## src/rtl/msk_rnd_fifo_pkg.sv

```systemverilog
// Shared sizing helpers for the randomness FIFO and the masked cores that consume it.
package msk_rnd_fifo_pkg;

  localparam int DEF_BUS_W  = 20;
  localparam int DEF_NBUS   = 3;
  localparam int DEF_DEPTH  = 8;
  localparam int DEF_LOW_WM = 2;
  localparam int DEF_CNT_W  = 16;

  function automatic int rnd_w(input int bus_w, input int nbus);
    return bus_w * nbus;
  endfunction

  // Pointer carries one extra wrap bit above the RAM index.
  function automatic int ptr_w(input int depth);
    return $clog2(depth) + 1;
  endfunction

endpackage

```

## src/rtl/msk_rnd_fifo_if.sv

```systemverilog
// Word handshakes between the PRNG, the randomness FIFO and the masked core.
// Handshake: a transfer occurs on a rising edge where valid and ready are both 1; ready
// and valid never depend combinationally on the opposite side's signal.
interface msk_rnd_fifo_if #(
  parameter int RND_W = 60
) ();
  logic             in_valid;
  logic             in_ready;
  logic [RND_W-1:0] in_data;
  logic             out_valid;
  logic             out_ready;
  logic [RND_W-1:0] out_bus;

  modport slave (
    input  in_valid, in_data, out_ready,
    output in_ready, out_valid, out_bus
  );

  modport master (
    output in_valid, in_data, out_ready,
    input  in_ready, out_valid, out_bus
  );
endinterface

```

## src/rtl/msk_rnd_fifo_sat_counter.sv

```systemverilog
// Saturating up-counter with synchronous clear; holds at all-ones.
module sat_counter #(
  parameter int W = 16
) (
  input  logic         clk,
  input  logic         clr,
  input  logic         en,
  output logic [W-1:0] cnt
);
  logic [W-1:0] cnt_q, cnt_d;

  always_comb begin
    cnt_d = cnt_q;
    if (en && (cnt_q != {W{1'b1}})) cnt_d = cnt_q + 1'b1;
  end

  always_ff @(posedge clk) begin
    if (clr) cnt_q <= '0;
    else     cnt_q <= cnt_d;
  end

  assign cnt = cnt_q;
endmodule

```

## src/rtl/msk_rnd_fifo.sv

```systemverilog
// Randomness buffer between PRNG and masked cores: first-word-fall-through FIFO with
// flush, fill level, low-water flag and a sticky starvation counter.
module msk_rnd_fifo
  import msk_rnd_fifo_pkg::*;
#(
  parameter int BUS_W  = DEF_BUS_W,
  parameter int NBUS   = DEF_NBUS,
  parameter int DEPTH  = DEF_DEPTH,
  parameter int LOW_WM = DEF_LOW_WM,
  parameter int CNT_W  = DEF_CNT_W,
  localparam int RND_W = rnd_w(BUS_W, NBUS),
  localparam int PW    = ptr_w(DEPTH),
  localparam int AW    = PW - 1
) (
  input  logic                 clk,
  input  logic                 rst,
  input  logic                 flush,
  msk_rnd_fifo_if.slave        io,
  output logic [PW-1:0]        level,
  output logic                 low_water,
  output logic [CNT_W-1:0]     starve_cnt
);
  logic [PW-1:0]    wp_q, wp_d, rp_q, rp_d, level_q, level_d;
  logic [RND_W-1:0] mem_q [DEPTH];
  logic [RND_W-1:0] mem_d [DEPTH];
  logic             empty, full, push, pop;

  assign empty = (wp_q == rp_q);
  assign full  = (wp_q[AW] != rp_q[AW]) && (wp_q[AW-1:0] == rp_q[AW-1:0]);
  assign push  = io.in_valid & ~full;
  assign pop   = io.out_ready & ~empty;

  always_comb begin
    wp_d    = wp_q;
    rp_d    = rp_q;
    level_d = level_q;
    mem_d   = mem_q;
    if (flush) begin
      // Discard everything; this cycle's push and pop are dropped.
      wp_d    = rp_q;
      level_d = '0;
    end else begin
      if (push) begin
        mem_d[wp_q[AW-1:0]] = io.in_data;
        wp_d                = wp_q + 1'b1;
      end
      if (pop) rp_d = rp_q + 1'b1;
      level_d = level_q + PW'(push) - PW'(pop);
    end
  end

  always_ff @(posedge clk) begin
    if (rst) begin
      wp_q    <= '0;
      rp_q    <= '0;
      level_q <= '0;
    end else begin
      wp_q    <= wp_d;
      rp_q    <= rp_d;
      level_q <= level_d;
    end
  end

  // Storage is not reset; contents are unreachable until rewritten.
  always_ff @(posedge clk) begin
    mem_q <= mem_d;
  end

  assign io.in_ready  = ~full;
  assign io.out_valid = ~empty;
  assign io.out_bus   = mem_q[rp_q[AW-1:0]];
  assign level        = level_q;
  assign low_water    = (level_q <= PW'(LOW_WM));

  sat_counter #(.W(CNT_W)) u_starve (
    .clk (clk),
    .clr (rst),
    .en  (io.out_ready & empty),
    .cnt (starve_cnt)
  );
endmodule

```

## src/flat_wrapper.sv

```systemverilog
// flat-port wrapper written by rule: the top's interface ports become plain ports
module msk_rnd_fifo_flat import msk_rnd_fifo_pkg::*;
#(
  parameter int BUS_W  = DEF_BUS_W,
  parameter int NBUS   = DEF_NBUS,
  parameter int DEPTH  = DEF_DEPTH,
  parameter int LOW_WM = DEF_LOW_WM,
  parameter int CNT_W  = DEF_CNT_W,
  localparam int RND_W = rnd_w(BUS_W, NBUS),
  localparam int PW    = ptr_w(DEPTH),
  localparam int AW    = PW - 1
)
  (clk, rst, flush, level, low_water, starve_cnt, io_in_valid, io_in_data, io_out_ready, io_in_ready, io_out_valid, io_out_bus);
  msk_rnd_fifo_if #(.RND_W((BUS_W * NBUS))) io_i ();
  input  logic clk;
  input  logic rst;
  input  logic flush;
  output logic [PW-1:0] level;
  output logic low_water;
  output logic [CNT_W-1:0] starve_cnt;
  input wire logic [$bits(io_i.in_valid)-1:0] io_in_valid;
  input wire logic [$bits(io_i.in_data)-1:0] io_in_data;
  input wire logic [$bits(io_i.out_ready)-1:0] io_out_ready;
  output wire logic [$bits(io_i.in_ready)-1:0] io_in_ready;
  output wire logic [$bits(io_i.out_valid)-1:0] io_out_valid;
  output wire logic [$bits(io_i.out_bus)-1:0] io_out_bus;
  assign io_i.in_valid = io_in_valid;
  assign io_i.in_data = io_in_data;
  assign io_i.out_ready = io_out_ready;
  assign io_in_ready = io_i.in_ready;
  assign io_out_valid = io_i.out_valid;
  assign io_out_bus = io_i.out_bus;
  msk_rnd_fifo #(.BUS_W(BUS_W), .NBUS(NBUS), .DEPTH(DEPTH), .LOW_WM(LOW_WM), .CNT_W(CNT_W)) u_core (.clk(clk), .rst(rst), .flush(flush), .io(io_i), .level(level), .low_water(low_water), .starve_cnt(starve_cnt));
endmodule
```

## config.mk

```make
export PLATFORM = sky130hd
export DESIGN_NAME = msk_rnd_fifo_flat
export DESIGN_NICKNAME = d
export VERILOG_FILES = /design/src/rtl/msk_rnd_fifo_pkg.sv /design/src/rtl/msk_rnd_fifo_if.sv /design/src/rtl/msk_rnd_fifo_sat_counter.sv /design/src/rtl/msk_rnd_fifo.sv /design/src/flat_wrapper.sv
export SDC_FILE = /design/constraint.sdc
export NUM_CORES = 1
export LEC_CHECK = 0
export ABC_CLOCK_PERIOD_IN_PS = 7700
export CAP_MARGIN = 5
export CORE_MARGIN = 5
export CORE_UTILIZATION = 45
export CTS_BUF_LIST = sky130_fd_sc_hd__clkbuf_16
export CTS_CLUSTER_SIZE = 40
export DETAILED_ROUTE_END_ITERATION = 8
export GPL_TIMING_DRIVEN = 0
export PLACE_DENSITY = 0.65
export SLEW_MARGIN = 20
export SYNTH_ARGS = -nofsm -noshare
export SYNTH_HDL_FRONTEND = slang
export SYNTH_SLANG_ARGS = --single-unit
export TNS_END_PERCENT = 1
```

## constraint.sdc

```tcl
create_clock -name clk -period 7.7 [get_ports clk]
set_input_delay 1.155 -clock clk [delete_from_list [all_inputs] [get_ports clk]]
set_output_delay 1.155 -clock clk [all_outputs]
set_load 0.05 [all_outputs]
```

# Word level (Yosys, flattened, before mapping)
# Index checks and enable logic that the tools add are counted.
[totals]
reg_bits = 508
output_inout_bits = 83
[classes]
add_sub_neg = 5
order_cmp = 4
n_eq_ne = 4
muxes = 8
bitwise = 8
reduce_logical = 7
[op_table]
columns = ["cell", "count"]
rows = [
  ["480-bit bitwise mux", 1],
  ["60-bit binary-select mux with 3-bit select", 1],
  ["60-bit demux with 3-bit select", 1],
  ["60-bit 2-to-1 mux", 3],
  ["16-bit by 1-bit adder with 16-bit output, second input constant", 1],
  ["16-bit inequality test, second input constant", 1],
  ["4-bit by 1-bit adder with 4-bit output, second input constant", 2],
  ["4-bit greater-or-equal comparator, second input constant", 2],
  ["4-bit 2-to-1 mux", 2],
  ["3-bit inverter with 4-bit output", 2],
  ["4-bit by 1-bit adder with 4-bit output", 1],
  ["4-bit == test", 1],
  ["4-bit by 2-bit <= comparator with 1-bit output, second input constant", 1],
  ["4-bit by 1-bit less-than comparator with 1-bit output, second input constant", 1],
  ["2-bit AND reduction", 2],
  ["4-bit by 1-bit subtractor with 4-bit output", 1],
  ["1-bit AND", 3],
  ["3-bit == test", 1],
  ["1-bit logical AND", 3],
  ["1-bit inverter", 3],
  ["2-bit nonzero test", 1],
  ["2-bit OR reduction", 1],
  ["1-bit inequality test", 1],
]

# Logic depth before layout (Yosys ltp)
# Gate-level depths: netlist of the first run.
[depth]
depth_word = 6
ltp_mapped = 12
mapped_depth_nobuf = 10

# By module
# From an unflattened synthesis of the first run, not the netlist that was laid out.
[hier_totals]
cells_unflattened = 1019
area_unflattened_um2 = 19667.6
[by_module_without_submodules]
columns = ["module", "instances", "cells_each", "area_per_inst_um2", "seq_area_each_um2"]
rows = [
  ["msk_rnd_fifo", 1, 920, 18819.3, 14654.1],
  ["sat_counter", 1, 99, 848.3, 320.3],
]

# Worst setup path before layout of the first run
# OpenSTA, ideal clock, no wires.
[synth_path]
kind = "in2reg"
startpoint = "input port io_in_valid"
endpoint = "register u_core.mem_q[300] (netlist name) (enable)"
setup_time_ns = 0.627
t_arrival_ns = 7.391
t_required_ns = 7.073
path_slack_ns = -0.318
cell_stages = 4
path_buffers = 0
cell_sequence = "inv_1 -> a41oi_2 -> nand2b_1 -> nor4_1"
[synth_between]
elab_chain_len = 2
[synth_rtl]
columns = ["item", "line", "rtl"]
rows = [
  ["from (decl)", "flat_wrapper.sv:21", "input wire logic [$bits(io_i.in_valid)-1:0] io_in_valid;"],
  ["1-bit AND", "msk_rnd_fifo.sv:30", "assign push = io.in_valid & ~full;"],
  ["2-bit AND reduction (no line)", "n/a", ""],
  ["to (signal assigned)", "msk_rnd_fifo.sv:66", "mem_q <= mem_d;"],
  ["to (decl)", "msk_rnd_fifo.sv:24", "logic [RND_W-1:0] mem_q [DEPTH];"],
]
# Every way passes these cells.
# A chain may end at the register's enable or synchronous reset.

# Worst setup path after layout of the first run
[layout_path]
startpoint = "register u_core.rp_q[1]"
endpoint = "output port io_out_bus[33]"
[layout_between]
elab_chain_len = 4
[layout_rtl]
columns = ["item", "line", "rtl"]
rows = [
  ["from (decl)", "msk_rnd_fifo.sv:23", "logic [PW-1:0] wp_q, wp_d, rp_q, rp_d, level_q, level_d;"],
  ["from (signal assigned)", "msk_rnd_fifo.sv:59", "rp_q <= rp_d;"],
  ["3-bit inverter with 4-bit output (not written as such)", "msk_rnd_fifo.sv:71", "assign io.out_bus = mem_q[rp_q[AW-1:0]];"],
  ["60-bit binary-select mux with 3-bit select", "msk_rnd_fifo.sv:71", ""],
  ["60-bit 2-to-1 mux (not written as such) (2 in series)", "msk_rnd_fifo.sv:71", ""],
  ["to (decl)", "flat_wrapper.sv:26", "output wire logic [$bits(io_i.out_bus)-1:0] io_out_bus;"],
]
# Every way passes these cells. The select of a mux whose other input is x is not followed.

==> results.txt, run 1 <==
Status = finished, final reports clean
Switching share of total power = 23.30%
Vias in the first global route = 10705
Drt total wl = 43.83 mm
I/O Buffers = 146
Hold_sp = u_core.u_starve.cnt[1]
Hold Crit Depth = 2
Worst path cell trace = buf_2 > buf_2 > clkbuf_1 > mux4_2 > nand2_1 > nand2_1 > clkdlybuf4s50_1
Sw power = 1413 uW
Family with the most delay on the worst path = buffers and inverters
Vias = 10425
Per-cell routed wire length = 22.67 microns
Critical path peak fanout = 10
Synth unique cells = 46
Post-synth EDFFs = 480
Detail Route Antenna Nets = 0
Endpoint, Worst Hold = u_core.u_starve.cnt[1]
Hold Path Class = flip-flop to flip-flop
Core Region = 43270 sq um
Worst skew pair latency = 0.59 ns
VDD IR max = 0.0001580 V
Cts bufs inserted = 52
Layout Nets = 1378
Fin. max-slew vios = 0
Drt first-iter violations = 960
Diodes inserted = 0
Hold_buf cts = 0
First-pass GRT wire length = 66.35 mm
RSZ-0062 raised after global routing = false
Synth warn = 0
Rows = 76
Clock slew at reported path FFs = 0.06 ns
Worst R2R End = u_core.mem_q[332]
WS Path Type = flip-flop to primary output
Crit share post-route = 61.73%
Resize count post-CTS = 0
Dpl cell area = 22670 sq um
Setup_tns = 0 ns
R2r worst-path depth = 11
Post-route cell area = 24280 sq um
Final Critical Period = 4.753 ns
Die area = 48240 sq um
Crit-path slowest cell = clkdlybuf4s50_1
Synth Register Bits = 508
Worst r2r src = u_core.rp_q[0]
Sequential power share = 50.8%
Synth Cell Area = 19780 sq um
Ys async rst share = 0%
Die Y-Extent = 219.6 microns
Synth Instances = 1025
Actual slew at the worst max-slew pin = 0.8814 ns
Post-route clock skew = 0.02128 ns
Post CTS Setup Buffer Count = 0
Mapped Nets = 1099
Starting density of the core = 45.71%
Crit path buf inv count = 4
CTS H-Tree Depth = 2
Combinational power share = 10.4%
CTS root buffer = clkbuf_16
Post-detail-place hpwl = 29.65 mm
Remaining DRCs = 0
Fill cell count = 3325
Synth-to-Final Area Change = 22.77%
PD cells = 249.7 nW/um^2
Routability congestion estimate from global placement = 0.8268
Mean Syn Cell Area = 19.29 sq um
Die width = 219.6 microns
CP startpoint kind = flip-flop
Final Hold Fails = 0
Pint = 4651 uW
Critical Path End Type = primary output
Ys flop type = edfxtp_1
Clk buf depth = 3
CTS sink cnt = 508
CTS tree = done
I/O Pins = 148
Max Cap Viol = 0
CP arrival = 3.60 ns
Number of vias per cell = 5.393
Worst EP required = 6.55 ns
Max Clock Freq = 0.2104 GHz
Clock Power Share = 38.8%
Tot GR Track Use = 18.35%
CP peak stage delay = 0.81 ns
Slew margin rel. = 41.24%
Seq/Total Area, Yosys = 75.72%
Total grt overflow = 0
Setup violators final = 0
Initial antenna violation count = 5
1st-pass router iterations = 5
P_leak = 0.008092 uW
Share of cells above drive strength 1 = 23.81%
Crit path depth = 7
Largest net degree at the start of global routing = 20
R2r setup slk = 4.10 ns
[stage by stage]
stage / instances / worst slack (ns) / utilization (%) / hold WS [ns] / power, uW
2_1_floorplan: 1025 / -0.3177 / - / 0.5174 / 3541
3_3_place_gp: 1756 / -6.763 / 50.78 / 0.5005 / 3765
3_5_place_dp: 1835 / 3.144 / 52.39 / 0.5007 / 3774
4_1_cts: 1933 / 2.836 / 56.12 / 0.5176 / 6134
5_1_grt: 1933 / 2.763 / 56.12 / 0.5515 / 6302
6_report: 1933 / 2.947 / 56.12 / 0.5237 / 6064
[Yosys cell counts (4+ instances only)]
library cell / number / share of area (%)
nor2_1: 18 / 0.34
edfxtp_1: 480 / 73
a211oi_1: 4 / 0.15
nor3_1: 8 / 0.20
a21oi_1: 5 / 0.13
buf_2: 20 / 0.51
nand4_1: 8 / 0.25
clkbuf_1: 18 / 0.34
mux4_2: 120 / 14
dfxtp_1: 28 / 2.8
or4_1: 4 / 0.15
and4_1: 4 / 0.18
nand2_1: 189 / 3.6
nor4_1: 11 / 0.35
nand3_1: 5 / 0.13
mux2_2: 11 / 0.63
ha_1: 8 / 0.51
nor2b_1: 10 / 0.32
and3_1: 6 / 0.19
xnor2_1: 4 / 0.18
inv_1: 14 / 0.27
buf_1: 12 / 0.23
o31ai_1: 6 / 0.23
[logic make-up (layout without fill, tap and decap cells)]
group / after synthesis / in the layout / synth area share, %
flip-flops: 508 / 508 / 75.72
AND/OR/NAND/NOR: 273 / 273 / 6.131
multiplexers: 134 / 134 / 14.44
buffers and inverters: 67 / 390 / 1.436
AO/OA/AOI/OAI: 26 / 26 / 1.082
adder cells (fa/ha/maj): 9 / 9 / 0.6074
XOR/XNOR: 8 / 8 / 0.5821
[tightest hold or removal path, stage by stage (launching register included)]
cell	delay, ns
dfxtp_1	0.34
nand2_1	0.07
mux2i_1	0.06
[layout by cell type, fill, tap and decap left out, types with 5 or more instances in the layout]
| cell type | count |
|---|---|
| a21oi_1 | 5 |
| and3_1 | 6 |
| buf_1 | 12 |
| buf_2 | 47 |
| buf_4 | 36 |
| buf_6 | 14 |
| clkbuf_1 | 18 |
| clkbuf_16 | 54 |
| clkdlybuf4s50_1 | 146 |
| clkinv_1 | 17 |
| clkinv_2 | 9 |
| dfxtp_1 | 28 |
| edfxtp_1 | 480 |
| ha_1 | 8 |
| inv_1 | 24 |
| mux2_2 | 11 |
| mux4_2 | 120 |
| nand2_1 | 189 |
| nand3_1 | 5 |
| nand4_1 | 8 |
| nor2_1 | 17 |
| nor2b_1 | 10 |
| nor4_1 | 8 |
| o31ai_1 | 6 |
[per-layer routing]
layer | global-route usage (%) | part of all wire, %
met3 | 3.998 | 6.4
met2 | 29.46 | 49
met4 | 4.057 | 1.6
met1 | 26.26 | 43
met5 | 0 | 0.13
[final cells by class]
cell class,count,area [sq um],area share (%)
plain buffers,52,227.7,0.9379
clock buffers,54,1351,5.566
clock inverters,44,261.5,1.077
inverters,15,56.30,0.2319
multi-input cells,450,4564,18.80
flip-flops and latches,508,14970,61.68
well taps,585,732.0,3.015
repair buffers,225,2112,8.699
[sequential cells by signal, summed over array words and instances (netlist names)]
name,flops
u_core.mem_q,480
u_core.u_starve.cnt,16
u_core.level,4
u_core.rp_q,4
u_core.wp_q,4
[worst max path at each step]
stage	startpoint	endpoint	slack [ns]
CTS	u_core.rp_q[1]	io_out_bus[33]	2.84
global route	u_core.rp_q[1]	io_out_bus[31]	2.76
detailed placement	io_in_valid	u_core.mem_q[336]	3.14
floorplan	io_in_valid	u_core.mem_q[300]	-0.32
finish	u_core.rp_q[1]	io_out_bus[33]	2.95
global placement	io_in_valid	u_core.mem_q[336]	-6.76
[power groups by stage]
stage | combinational [uW] | clock, uW | sequential [uW]
after floorplan | 386 | 0 | 3160
after global placement | 617 | 0 | 3150
after detailed placement | 638 | 0 | 3140
after CTS | 641 | 2420 | 3080
after global routing | 672 | 2550 | 3080
final | 630 | 2360 | 3080
No activity file was read; power rests on OpenSTA's default activity.
==> inputs of run 2 (changes only) <==
--- a/config.mk
+++ b/config.mk
@@ -5,7 +5,7 @@
 export SDC_FILE = /design/constraint.sdc
 export NUM_CORES = 1
 export LEC_CHECK = 0
-export ABC_CLOCK_PERIOD_IN_PS = 7700
+export ABC_CLOCK_PERIOD_IN_PS = 4500
 export CAP_MARGIN = 5
 export CORE_MARGIN = 5
 export CORE_UTILIZATION = 45
@@ -13,7 +13,7 @@
 export CTS_CLUSTER_SIZE = 40
 export DETAILED_ROUTE_END_ITERATION = 8
 export GPL_TIMING_DRIVEN = 0
-export PLACE_DENSITY = 0.65
+export PLACE_DENSITY = 0.63
 export SLEW_MARGIN = 20
 export SYNTH_ARGS = -nofsm -noshare
 export SYNTH_HDL_FRONTEND = slang
==> constraint.sdc (replaced) <==
create_clock -name clk -period 4.5 [get_ports clk]
set_input_delay 0.675 -clock clk [delete_from_list [all_inputs] [get_ports clk]]
set_output_delay 0.675 -clock clk [all_outputs]
set_load 0.05 [all_outputs]
==> results.txt, run 2 (synthesized netlist as in run 1, its figures left out) <==
Worst EP required = 3.83 ns
Drt first-iter violations = 780
Slew margin rel. = 44.58%
VDD IR max = 0.0003535 V
WS Path Type = flip-flop to primary output
R2r worst-path depth = 8
Finished Layout Cells = 1913
Clk buf depth = 3
Sw power = 2391 uW
Hold Path Class = flip-flop to flip-flop
Critical Path End Type = primary output
Max Cap Viol = 0
Synth-to-Final Area Change = 22.90%
1st-pass router iterations = 5
Worst r2r src = u_core.rp_q[0]
Rows = 76
P_leak = 0.008051 uW
Most frequent cells in the layout = edfxtp_1, nand2_1, clkdlybuf4s50_1, mux4_2, clkbuf_16
M2 GR Usage = 29.88%
Layout Nets = 1361
Switching share of total power = 22.68%
Die width = 219.6 microns
Total grt overflow = 0
R2r setup slk = 1.26 ns
Vias = 10264
CTS root buffer = clkbuf_16
Setup violators final = 0
Final Hold Fails = 0
Starting density of the core = 45.71%
Post CTS Setup Buffer Count = 0
Worst skew pair latency = 0.58 ns
Final Critical Period = 4.235 ns
Max FFs per register = 480
First-pass GRT wire length = 66.58 mm
Hold_sp = u_core.u_starve.cnt[10]
PD cells = 433.7 nW/um^2
Per-cell routed wire length = 22.72 microns
Fill cell count = 3265
Total power = 10540 uW
Remaining DRCs = 0
CP arrival = 3.56 ns
I/O Pins = 148
Die area = 48240 sq um
Clock Power Share = 39.8%
Detail Route Antenna Nets = 0
Combinational power share = 10.3%
Worst R2R End = u_core.mem_q[90]
Global routing usage on met1 = 25.44%
Crit share post-route = 94.12%
Resize count post-CTS = 0
Post-route clock skew = 0.009837 ns
Fin. max-slew vios = 0
Cts bufs inserted = 53
Critical path peak fanout = 10
Max Clock Freq = 0.2361 GHz
Largest net degree at the start of global routing = 19
Number of vias per cell = 5.365
GR peak layer = met2
Largest register by flop count = u_core.mem_q
Actual slew at the worst max-slew pin = 0.8313 ns
Pint = 8151 uW
I/O Buffers = 146
Die Y-Extent = 219.6 microns
Sequential power share = 50.0%
Most common cell after layout, fill and taps aside = edfxtp_1
Initial antenna violation count = 6
CTS H-Tree Depth = 2
Endpoint, Worst Hold = u_core.u_starve.cnt[10]
M3 GR Usage = 5.069%
CP startpoint kind = flip-flop
CTS sink cnt = 508
Post-detail-place hpwl = 29.28 mm
Core Region = 43270 sq um
Placed Instances = 1817
Share of cells above drive strength 1 = 22.55%
Tot GR Track Use = 18.43%
Vias in the first global route = 10740
Drt total wl = 43.47 mm
RSZ-0062 raised after global routing = false
Hold_buf cts = 0
Routability congestion estimate from global placement = 0.8420
Hold Crit Depth = 2
Status = finished, final reports clean
Clock slew at reported path FFs = 0.06 ns
CTS tree = done
## run 2: cell count changes in the layout (fill, tap and decap cells not counted), sizes merged
cell,change
bufinv,+3
clkbuf,+1
buf,-18
clkinvlp,-2
clkinv,-13
inv,+7
diode,+2
## run 2: power groups by stage
stage                     Combinational, uW  Sequential, uW  Clock (uW)
final                                  1080            5270        4190
after global routing                   1160            5270        4510
after CTS                              1100            5270        4290
after detailed placement               1100            5370           0
after global placement                 1060            5380           0
after floorplan                         661            5390           0
## run 2: final cells by class
class / instances / area (sq um) / share of cell area [%]
flip-flops and latches: 508 / 14970 / 61.61
multi-input cells: 450 / 4591 / 18.89
repair buffers: 207 / 2047 / 8.422
clock buffers: 55 / 1376 / 5.663
well taps: 585 / 732.0 / 3.012
clock inverters: 39 / 295.3 / 1.215
plain buffers: 52 / 227.7 / 0.9369
inverters: 15 / 56.30 / 0.2317
diodes: 2 / 5.005 / 0.02059
## run 2: worst max path at each step
stage                                   end  depth (start not counted)  slack [ns]           start
final                        io_out_bus[19]                          7        0.26  u_core.rp_q[1]
after global routing         io_out_bus[19]                          7        0.09  u_core.rp_q[1]
after CTS                    io_out_bus[19]                          7        0.18  u_core.rp_q[1]
after detailed placement   u_core.mem_q[89]                          8        0.79     io_in_valid
after global placement    u_core.mem_q[212]                          5       -6.39     io_in_valid
after floorplan           u_core.mem_q[100]                          4       -1.46     io_in_valid
## run 2: worst max-delay path: stages, from the launching register on
cell,delay (ns)
dfxtp_1,0.32
buf_2,0.28
buf_2,0.33
clkbuf_1,0.61
mux4_2,0.33
nand2_1,0.05
nand2_1,0.20
clkdlybuf4s50_1,0.84
## run 2: layer usage
layer	up-vias	routed length, microns
li1	4607	-
met1	5308	18350
met2	267	21280
met3	72	2953
met4	10	823
met5	-	60
## run 2: through the flow
stage | setup WS (ns) | utilization [%] | hold WS, ns | TNS [ns] | cell area, sq um
after floorplan | -1.458 | - | 0.5174 | -421.15 | 19800
after global placement | -6.385 | 50.82 | 0.5052 | -2488.27 | 21990
after detailed placement | 0.7919 | 52.30 | 0.5034 | 0 | 22630
after CTS | 0.1757 | 56.16 | 0.5118 | 0 | 24300
after global routing | 0.08631 | 56.16 | 0.5354 | 0 | 24300
final | 0.2646 | 56.17 | 0.5168 | 0 | 24300
